==> src/rtl/uart_pkg.sv <==
// Shared UART definitions: transmit FSM state type, default frame/FIFO sizes, line idle level.
// The PARITY state exists only when UART_TX_PARITY_EN is defined.
package uart_pkg;

  localparam int unsigned UART_DATA_BITS  = 8;
  localparam int unsigned UART_FIFO_DEPTH = 16;
  localparam logic        LINE_IDLE       = 1'b1;

`ifdef UART_TX_PARITY_EN
  typedef enum logic [2:0] {
    ST_IDLE,
    ST_START,
    ST_DATA,
    ST_PARITY,
    ST_STOP
  } tx_state_e;
`else
  typedef enum logic [2:0] {
    ST_IDLE,
    ST_START,
    ST_DATA,
    ST_STOP
  } tx_state_e;
`endif

endpackage

==> src/rtl/uart_tx_fifo_buf.sv <==
// Synchronous circular byte FIFO with registered full/almost_full/empty/level flags and an
// overflow pulse; pointers carry one extra wrap bit so occupancy is their difference.
module uart_tx_fifo_buf #(
  parameter int unsigned DATA_W = 8,
  parameter int unsigned DEPTH  = 16
) (
  input  logic                     clk_i,
  input  logic                     rst_ni,
  input  logic                     wr_en_i,
  input  logic [DATA_W-1:0]        din_i,
  input  logic                     rd_en_i,
  output logic [DATA_W-1:0]        dout_o,
  output logic                     full_o,
  output logic                     almost_full_o,
  output logic                     empty_o,
  output logic [$clog2(DEPTH):0]   level_o,
  output logic                     overflow_o
);

  localparam int unsigned AW = $clog2(DEPTH);

  logic [DATA_W-1:0] mem_q [DEPTH];
  logic [AW:0]       wr_ptr_q, wr_ptr_d;
  logic [AW:0]       rd_ptr_q, rd_ptr_d;
  logic [AW:0]       level_q, level_d;
  logic              full_q, almost_full_q, empty_q, overflow_q;
  logic              push, pop;

  // A write while full is dropped even if a pop frees a slot on the same edge.
  always_comb begin
    push     = wr_en_i && !full_q;
    pop      = rd_en_i && !empty_q;
    wr_ptr_d = wr_ptr_q + (AW+1)'(push);
    rd_ptr_d = rd_ptr_q + (AW+1)'(pop);
    level_d  = wr_ptr_d - rd_ptr_d;
  end

  always_ff @(posedge clk_i or negedge rst_ni) begin
    if (!rst_ni) begin
      wr_ptr_q      <= '0;
      rd_ptr_q      <= '0;
      level_q       <= '0;
      full_q        <= 1'b0;
      almost_full_q <= 1'b0;
      empty_q       <= 1'b1;
      overflow_q    <= 1'b0;
    end else begin
      wr_ptr_q      <= wr_ptr_d;
      rd_ptr_q      <= rd_ptr_d;
      level_q       <= level_d;
      full_q        <= (level_d == (AW+1)'(DEPTH));
      almost_full_q <= (level_d >= (AW+1)'(DEPTH - 1));
      empty_q       <= (level_d == '0);
      overflow_q    <= wr_en_i && full_q;
    end
  end

  always_ff @(posedge clk_i) begin
    if (push) begin
      mem_q[wr_ptr_q[AW-1:0]] <= din_i;
    end
  end

  assign dout_o        = mem_q[rd_ptr_q[AW-1:0]];
  assign full_o        = full_q;
  assign almost_full_o = almost_full_q;
  assign empty_o       = empty_q;
  assign level_o       = level_q;
  assign overflow_o    = overflow_q;

endmodule

==> src/rtl/uart_tx_framer.sv <==
// UART transmit framer: byte FIFO feeding an 8N1 serialiser advanced by the tx_en baud strobe.
// Define UART_TX_PARITY_EN to insert an even-parity bit between the data and stop bits.
module uart_tx_framer
  import uart_pkg::*;
#(
  parameter int unsigned DATA_BITS  = UART_DATA_BITS,
  parameter int unsigned FIFO_DEPTH = UART_FIFO_DEPTH,
  parameter int unsigned STOP_BITS  = 1
) (
  input  logic                          clk_in,
  input  logic                          rst_n,
  input  logic                          tx_en,
  input  logic                          wr_en,
  input  logic [DATA_BITS-1:0]          din,
  output logic                          full,
  output logic                          almost_full,
  output logic                          empty,
  output logic [$clog2(FIFO_DEPTH):0]   level,
  output logic                          overflow,
  output logic                          busy,
  output logic                          tx_serial_data
);

  localparam int unsigned CNT_W = (DATA_BITS > 1) ? $clog2(DATA_BITS) : 1;

  tx_state_e            state_q, state_d;
  logic [DATA_BITS-1:0] shreg_q, shreg_d;
  logic [CNT_W-1:0]     bit_cnt_q, bit_cnt_d;
  logic                 stop_cnt_q, stop_cnt_d;
  logic                 line_q, line_d;
  logic                 busy_q, busy_d;
  logic                 pop;
  logic [DATA_BITS-1:0] head;
`ifdef UART_TX_PARITY_EN
  logic                 parity_q, parity_d;
`endif

  uart_tx_fifo_buf #(
    .DATA_W (DATA_BITS),
    .DEPTH  (FIFO_DEPTH)
  ) u_fifo (
    .clk_i         (clk_in),
    .rst_ni        (rst_n),
    .wr_en_i       (wr_en),
    .din_i         (din),
    .rd_en_i       (pop),
    .dout_o        (head),
    .full_o        (full),
    .almost_full_o (almost_full),
    .empty_o       (empty),
    .level_o       (level),
    .overflow_o    (overflow)
  );

  always_comb begin
    state_d    = state_q;
    shreg_d    = shreg_q;
    bit_cnt_d  = bit_cnt_q;
    stop_cnt_d = stop_cnt_q;
    line_d     = line_q;
    busy_d     = busy_q;
    pop        = 1'b0;
`ifdef UART_TX_PARITY_EN
    parity_d   = parity_q;
`endif
    if (tx_en) begin
      case (state_q)
        ST_IDLE: begin
          line_d = LINE_IDLE;
          if (!empty) begin
            pop       = 1'b1;
            shreg_d   = head;
            bit_cnt_d = '0;
            line_d    = ~LINE_IDLE;
            busy_d    = 1'b1;
            state_d   = ST_START;
`ifdef UART_TX_PARITY_EN
            parity_d  = ^head;
`endif
          end
        end
        ST_START: begin
          line_d  = shreg_q[0];
          shreg_d = shreg_q >> 1;
          state_d = ST_DATA;
        end
        ST_DATA: begin
          if (bit_cnt_q == CNT_W'(DATA_BITS - 1)) begin
`ifdef UART_TX_PARITY_EN
            line_d     = parity_q;
            state_d    = ST_PARITY;
`else
            line_d     = LINE_IDLE;
            stop_cnt_d = 1'b0;
            state_d    = ST_STOP;
`endif
          end else begin
            line_d    = shreg_q[0];
            shreg_d   = shreg_q >> 1;
            bit_cnt_d = bit_cnt_q + 1'b1;
          end
        end
`ifdef UART_TX_PARITY_EN
        ST_PARITY: begin
          line_d     = LINE_IDLE;
          stop_cnt_d = 1'b0;
          state_d    = ST_STOP;
        end
`endif
        ST_STOP: begin
          // The strobe ending the last stop bit may launch the next start bit directly.
          if (stop_cnt_q == 1'(STOP_BITS - 1)) begin
            if (!empty) begin
              pop       = 1'b1;
              shreg_d   = head;
              bit_cnt_d = '0;
              line_d    = ~LINE_IDLE;
              state_d   = ST_START;
`ifdef UART_TX_PARITY_EN
              parity_d  = ^head;
`endif
            end else begin
              busy_d  = 1'b0;
              state_d = ST_IDLE;
            end
          end else begin
            stop_cnt_d = stop_cnt_q + 1'b1;
          end
        end
        default: begin
          line_d  = LINE_IDLE;
          busy_d  = 1'b0;
          state_d = ST_IDLE;
        end
      endcase
    end
  end

  always_ff @(posedge clk_in or negedge rst_n) begin
    if (!rst_n) begin
      state_q    <= ST_IDLE;
      shreg_q    <= '0;
      bit_cnt_q  <= '0;
      stop_cnt_q <= 1'b0;
      line_q     <= LINE_IDLE;
      busy_q     <= 1'b0;
`ifdef UART_TX_PARITY_EN
      parity_q   <= 1'b0;
`endif
    end else begin
      state_q    <= state_d;
      shreg_q    <= shreg_d;
      bit_cnt_q  <= bit_cnt_d;
      stop_cnt_q <= stop_cnt_d;
      line_q     <= line_d;
      busy_q     <= busy_d;
`ifdef UART_TX_PARITY_EN
      parity_q   <= parity_d;
`endif
    end
  end

  assign tx_serial_data = line_q;
  assign busy           = busy_q;

endmodule

==> config.mk <==
export PLATFORM = sky130hd
export DESIGN_NAME = uart_tx_framer
export DESIGN_NICKNAME = d
export VERILOG_FILES = /design/src/rtl/uart_pkg.sv /design/src/rtl/uart_tx_fifo_buf.sv /design/src/rtl/uart_tx_framer.sv
export SDC_FILE = /design/constraint.sdc
export NUM_CORES = 1
export LEC_CHECK = 0
export CORE_MARGIN = 5
export CORE_UTILIZATION = 55
export CTS_BUF_LIST = sky130_fd_sc_hd__clkbuf_8
export DETAILED_ROUTE_END_ITERATION = 6
export GPL_TIMING_DRIVEN = 0
export PLACE_DENSITY = 0.73
export SKIP_LAST_GASP = 1
export SYNTH_ARGS = -nofsm -noshare
export SYNTH_HDL_FRONTEND = slang
export SYNTH_SLANG_ARGS = --single-unit
export TNS_END_PERCENT = 100
==> constraint.sdc <==
create_clock -name clk_in -period 4 [get_ports clk_in]
set_input_delay 0.8 -clock clk_in [delete_from_list [all_inputs] [get_ports clk_in]]
set_output_delay 0.8 -clock clk_in [all_outputs]
set_load 0.005 [all_outputs]
---- After elaboration in Yosys (flattened, before gate mapping) ----
Memory sizes are Yosys's and may differ from the RTL's.
Cells that the tools add are included.
cells by class
  muxes and demuxes ....................... 31
  magnitude comparators ................... 1
  reduce and logical (&&, ||, !) cells .... 17
  bitwise gates (word level) .............. 1
  add/sub/neg operators ................... 5
  equal/unequal tests ..................... 11
operators with widths
  kind                   count
  $pmux W8 S4            1
  $mux W8                3
  $mux W3                6
  $mux W1                15
  $pmux W3 S4            1
  $reduce_and A4 Y1      3
  $add A5 B1 Y5          2
  $ne A2 B2 Y1 const B   5
  $pmux W3 S3            1
  $eq A3 B2 Y1 const B   2
  $reduce_and A3 Y1      2
  $eq A5 B5 Y1 const B   1
  $ge A5 B4 Y1 const B   1
  $logic_not A5 Y1       1
  $reduce_and A5 Y1      1
  $sub A5 B5 Y5          1
  $pmux W1 S2            2
  $pmux W1 S4            1
  $reduce_bool A4 Y1     1
  $add A3 B1 Y3 const B  1
  $eq A3 B1 Y1 const B   1
  $eq A3 B3 Y1 const B   1
  $logic_and A1 B1 Y1    3
  $logic_not A3 Y1       1
  8 further kinds        9
word-level totals
  logic and storage cells ................. 80
  input port bits ......................... 12
  memories kept ........................... 1
  RAM bits ................................ 128
  register bits after elaboration ......... 36
  output and inout port bits .............. 11
memories
  memory        words  width  read ports  clocked after memory_dff  write ports  RTL line                text
  u_fifo.mem_q  16     8      1           0                         1            uart_tx_fifo_buf.sv:22  logic [DATA_W-1:0] mem_q [DEPTH];

---- Depth between registers and ports, before layout ----
  depth after elaboration ................. 8
  mapped depth ............................ 12
  gate-level depth less buffers ........... 12

---- Cells and area by module ----
A second synthesis with hierarchy kept.
second synthesis, totals
  cell total of the unflattened synthesis .. 369
  area, all modules ....................... 6,686.4 um^2
by module, submodules not included
  module            cells each  instances  seq. area each (um^2)  area each (um^2)
  uart_tx_fifo_buf  296         1          4,320.4                5,789.3
  uart_tx_framer    73          1          376.6                  897.1

---- Worst setup path after synthesis ----
Ideal clock, no wire load.
  path kind ............................... register to register
  from .................................... reg state_q[0]
  to ...................................... reg u_fifo.almost_full_q (netlist: u_fifo.almost_full_o)
  slack ................................... 0.962 ns
  stages on the path, launching flop included .. 13
  buffers on the path ..................... 1
  arrival time ............................ 2.917 ns
  clock period less this slack ............ 3.038 ns
  cell sequence ........................... dfrtp_1 -> inv_1 -> ha_1 -> clkbuf_1 -> nor4b_1 -> ha_1 -> ha_1 -> xnor2_1 -> ha_1 -> a21o_1 -> maj3_2 -> xnor2_2 -> a41o_1
between the ends
  word-level cells in the longest chain between the ends .. 7
  elaborated cells on any way between the ends .. 8
  classes of those cells .................. add/sub: 2; order compare: 1; eq/ne: 1; mux: 2; reduce/logical: 2
ends and longest elaborated chain
  element                                                  RTL line                text
  start: declaration                                       uart_tx_framer.sv:26    tx_state_e state_q, state_d;
  start signal: assignment                                 uart_tx_framer.sv:151   state_q <= state_d;
  $eq A3 B2 Y1 / $logic_not A3 Y1 (equally long branches)  uart_tx_framer.sv:67    case (state_q)
  $pmux W1 S2 *                                            uart_tx_framer.sv:67
  $mux W1 *                                                uart_tx_framer.sv:66    if (tx_en) begin
  $logic_and A1 B1 Y1 *                                    uart_tx_fifo_buf.sv:32  pop = rd_en_i && !empty_q;
  $add A5 B1 Y5 *                                          uart_tx_fifo_buf.sv:34  rd_ptr_d = rd_ptr_q + (AW+1)'(pop);
  $sub A5 B5 Y5 *                                          uart_tx_fifo_buf.sv:35  level_d = wr_ptr_d - rd_ptr_d;
  net u_fifo.level_d[4]                                    uart_tx_fifo_buf.sv:25  logic [AW:0] level_q, level_d;
  $ge A5 B4 Y1 *                                           uart_tx_fifo_buf.sv:52  almost_full_q <= (level_d >= (AW+1)'(DEPTH - 1));
  end signal: assignment                                   uart_tx_fifo_buf.sv:52
  end: declaration                                         uart_tx_fifo_buf.sv:26  logic full_q, almost_full_q, empty_q, overflow_q;
Mark *: on every way through the listed nets, which the timed path passes. The rest lies on a longest branch.
A chain may end at the register's enable or synchronous reset.

---- Worst setup path in the final report ----
  from .................................... reg state_q[0]
  to ...................................... reg u_fifo.full_q (netlist: u_fifo.full_o)
between the ends
  word-level cells in the longest chain between the ends .. 7
  elaborated cells on any way between the ends .. 8
  classes of those cells .................. add/sub: 2; eq/ne: 2; mux: 2; reduce/logical: 2
ends and longest elaborated chain
  element                                                  RTL line                text
  $eq A3 B2 Y1 / $logic_not A3 Y1 (equally long branches)  uart_tx_framer.sv:67
  $pmux W1 S2 *                                            uart_tx_framer.sv:67
  $mux W1 *                                                uart_tx_framer.sv:66
  $logic_and A1 B1 Y1 *                                    uart_tx_fifo_buf.sv:32
  $add A5 B1 Y5 *                                          uart_tx_fifo_buf.sv:34
  $sub A5 B5 Y5 *                                          uart_tx_fifo_buf.sv:35
  net u_fifo.level_d[4]                                    uart_tx_fifo_buf.sv:25
  $eq A5 B5 Y1 *                                           uart_tx_fifo_buf.sv:51  full_q <= (level_d == (AW+1)'(DEPTH));
  end signal: assignment                                   uart_tx_fifo_buf.sv:51
  end: declaration                                         uart_tx_fifo_buf.sv:26
Marks and branches as above.

==> metrics.cfg <==
[status]
status=complete, no violations

[yosys]
seq_area_frac_synth_pct=69.0
syn_area_mm2=0.00681
synth_common_cells=edfxtp_1 (128), dfrtp_1 (32), mux4_2 (23)
ys_types=50
ys_top_cells_by_area=edfxtp_1 (56%), dfrtp_1 (12%), mux4_2 (7.6%), mux4_1 (3.1%), ha_1 (2.4%)
synth_ff_type=edfxtp_1
yosys_register_bits=162
synth_top_area_share_pct=56.5
synth_async_sr_flop_share_pct=21.0
synthCells=367
synth.most_common_cell=edfxtp_1
yosysWarnings=0
syn_avg_cell_area_um2=18.5
synth_nets=393
synth_top_cell_by_area=edfxtp_1
synth-edff-count=128

[clocking]
h-tree-depth=4
clock_path_buffers=2
hold_buffers=0
ctsResizeCount=0
postCtsSetupBuffers=0
cts_tree=built
cts-buffers-inserted=17
clkSinkCount=162
clkLatencyLatePin_ps=440
clockRootBuffer=clkbuf_8
clk_pin_slew_ps=80

[placed_design]
dp_hpwl_um=8430
post-place-ws_ps=292
place_inst=557
placed_area_mm2=0.00723
gp_congestion=0.826
io_buffers=22

[final_layout]
instances_no_fill=587
final_cell_area_mm2=0.00755
drive_gt1_share_pct=19.8
antenna_cells=0
nets=434
nFillCells=881
multiInputGateArea_mm2=0.00192
ff_latch_area_mm2=0.00470
syn_to_final_growth_pct=10.9

[timing]
slew_viol_final=0
max_freq_mhz=290
fin_skew_ps=7.99
fin_ws_ps=554
slew_headroom_pct=12.1
hold_viol=0
final.period_utilization_pct=86.1
worst_slew_pin_slew_ps=1310
tns_ps=0
fin_crit_ps=3450
rsz0062_at_grt=no
finalSetupViolations=0

[critical_path]
cp_slowest_stage_delay_ps=390
path_common_cell=ha_1
slowest_stage=dfrtp_1
start_kind=register
criticalPathCategory=register to register
path_cells=inv_1 -> ha_1 -> clkbuf_1 -> nor4b_1 -> ha_1 -> ha_1 -> xnor2_1 -> ha_1 -> a21o_1 -> maj3_2 -> xnor2_2 -> nor3b_2
cp-end-kind=register
path_buf_inv=2
cp_top_family=adder cells
required_ps=4360
arrival_ps=3810
path_max_fanout=10

[route]
viasPerCell=5.76
wl_per_cell_um=20.8
via_count=3379
ant_nets=0
routed_wl_um=12200
drcViolationCount=0
drt_pass1_iterations=4
drt_iter0_drc=235

[die]
die_w_um=121
num_rows=40
die_h_um=121
pin_count=23
initial_core_util_pct=56.4
coreArea_mm2=0.0121
die-area_mm2=0.0147

[global_route]
grt_pass1_vias=3469
grt_max_degree=35
grtUsageTotal_pct=18.3
grt_overflow=0
grt_pass1_wl_um=19300
antenna_found_initial=0

[power]
p_total_uw=5440
p_leak_uw=0.00269
internal_power_uw=3630
vdd_drop_max_v=0.000316
p_clk_share_pct=18.3
seqPwrFrac_pct=41.0
swShare_pct=33.3
powerDensity_mw_per_mm2=721
switching_power_uw=1810
combPwrFrac_pct=40.7

[worst_hold_path]
hold_class=input pin to async pin

[run]
maxCapViolCount=0

-- logic make-up (layout without fill, tap and decap cells) --
kind of cell    after synthesis  count (layout)  share of synthesized area [%]
flops                       162             162                           69.0
simple gates                 64              64                           5.74
mux                          49              49                           13.4
compound gates               38              38                           4.27
buf+inv                      29              81                           2.78
fa+ha+maj                    15              15                           2.85
xor+xnor                     10              10                           1.95
-- state kept, by name (all words and copies together) (netlist names), 2 cells and up --
register and cells:
bit_cnt_q 3, shreg_q 8, state_q 2, u_fifo.level_o 5
u_fifo.mem_q 128, u_fifo.rd_ptr_q 5, u_fifo.wr_ptr_q 5
-- metal layers --
metal	vias up	routed length (µm)	part of all wire [%]	global-route usage, %
met2	98	6080	50	28.7
met4	0	157	1.3	6.37
li1	1526	-	-	-
met5	-	0	0	0
met3	10	631	5.2	5.22
met1	1745	5370	44	24.8
-- power groups by stage --
stage	clock (µW)	sequential, µW	combinational, µW
final	995	2230	2210
after CTS	1010	2240	2240
after floorplan	0	2240	1660
after global routing	1080	2260	2420
after detailed placement	0	2270	2220
after global placement	0	2250	2170
-- layout by cell type, fill, tap and decap left out, types with 6 or more instances in the layout --
master and instances:
a211oi_1 11, buf_4 6, clkbuf_8 17, clkdlybuf4s50_1 21, clkinv_1 6, dfrtp_1 32
edfxtp_1 128, ha_1 13, inv_1 16, mux2i_1 15, mux4_1 8, mux4_2 23
nand2_1 7, nand2b_1 11, nor2_1 15, nor2b_1 9, o21ai_0 6
-- metrics by stage --
stage / hold WS [ps] / utilization (%)
final: 408 / 62.6
after global routing: 456 / 62.6
after CTS: 415 / 62.6
after detailed placement: 491 / 59.9
after global placement: 478 / 60.0
after floorplan: 463 / -
-- final timing paths --
| kind | from | endpoint | slack [ps] | depth (start not counted) |
|---|---|---|---|---|
| max | state_q[0] | u_fifo.full_o | 550 | 12 |
| min | rst_n | u_fifo.wr_ptr_q[4] | 410 | 1 |
| max reg2reg | state_q[0] | u_fifo.full_o | 550 | 12 |
| min reg2reg | u_fifo.wr_ptr_q[4] | u_fifo.wr_ptr_q[4] | 500 | 1 |
| max in group asynchronous | rst_n | state_q[0] | 3130 | 1 |
| min in group clk_in | u_fifo.wr_ptr_q[4] | u_fifo.wr_ptr_q[4] | 500 | 1 |
-- cell type report --
| class | count | area share [%] |
|---|---|---|
| buffer | 16 | 1.86 |
| clock buffer | 17 | 3.10 |
| clock inverter | 13 | 1.08 |
| inverter | 13 | 0.647 |
| multi-input combinational | 176 | 25.4 |
| sequential | 162 | 62.2 |
| tap | 168 | 2.79 |
| timing repair buffer | 22 | 2.85 |
Power figures use the tool's default switching activity.
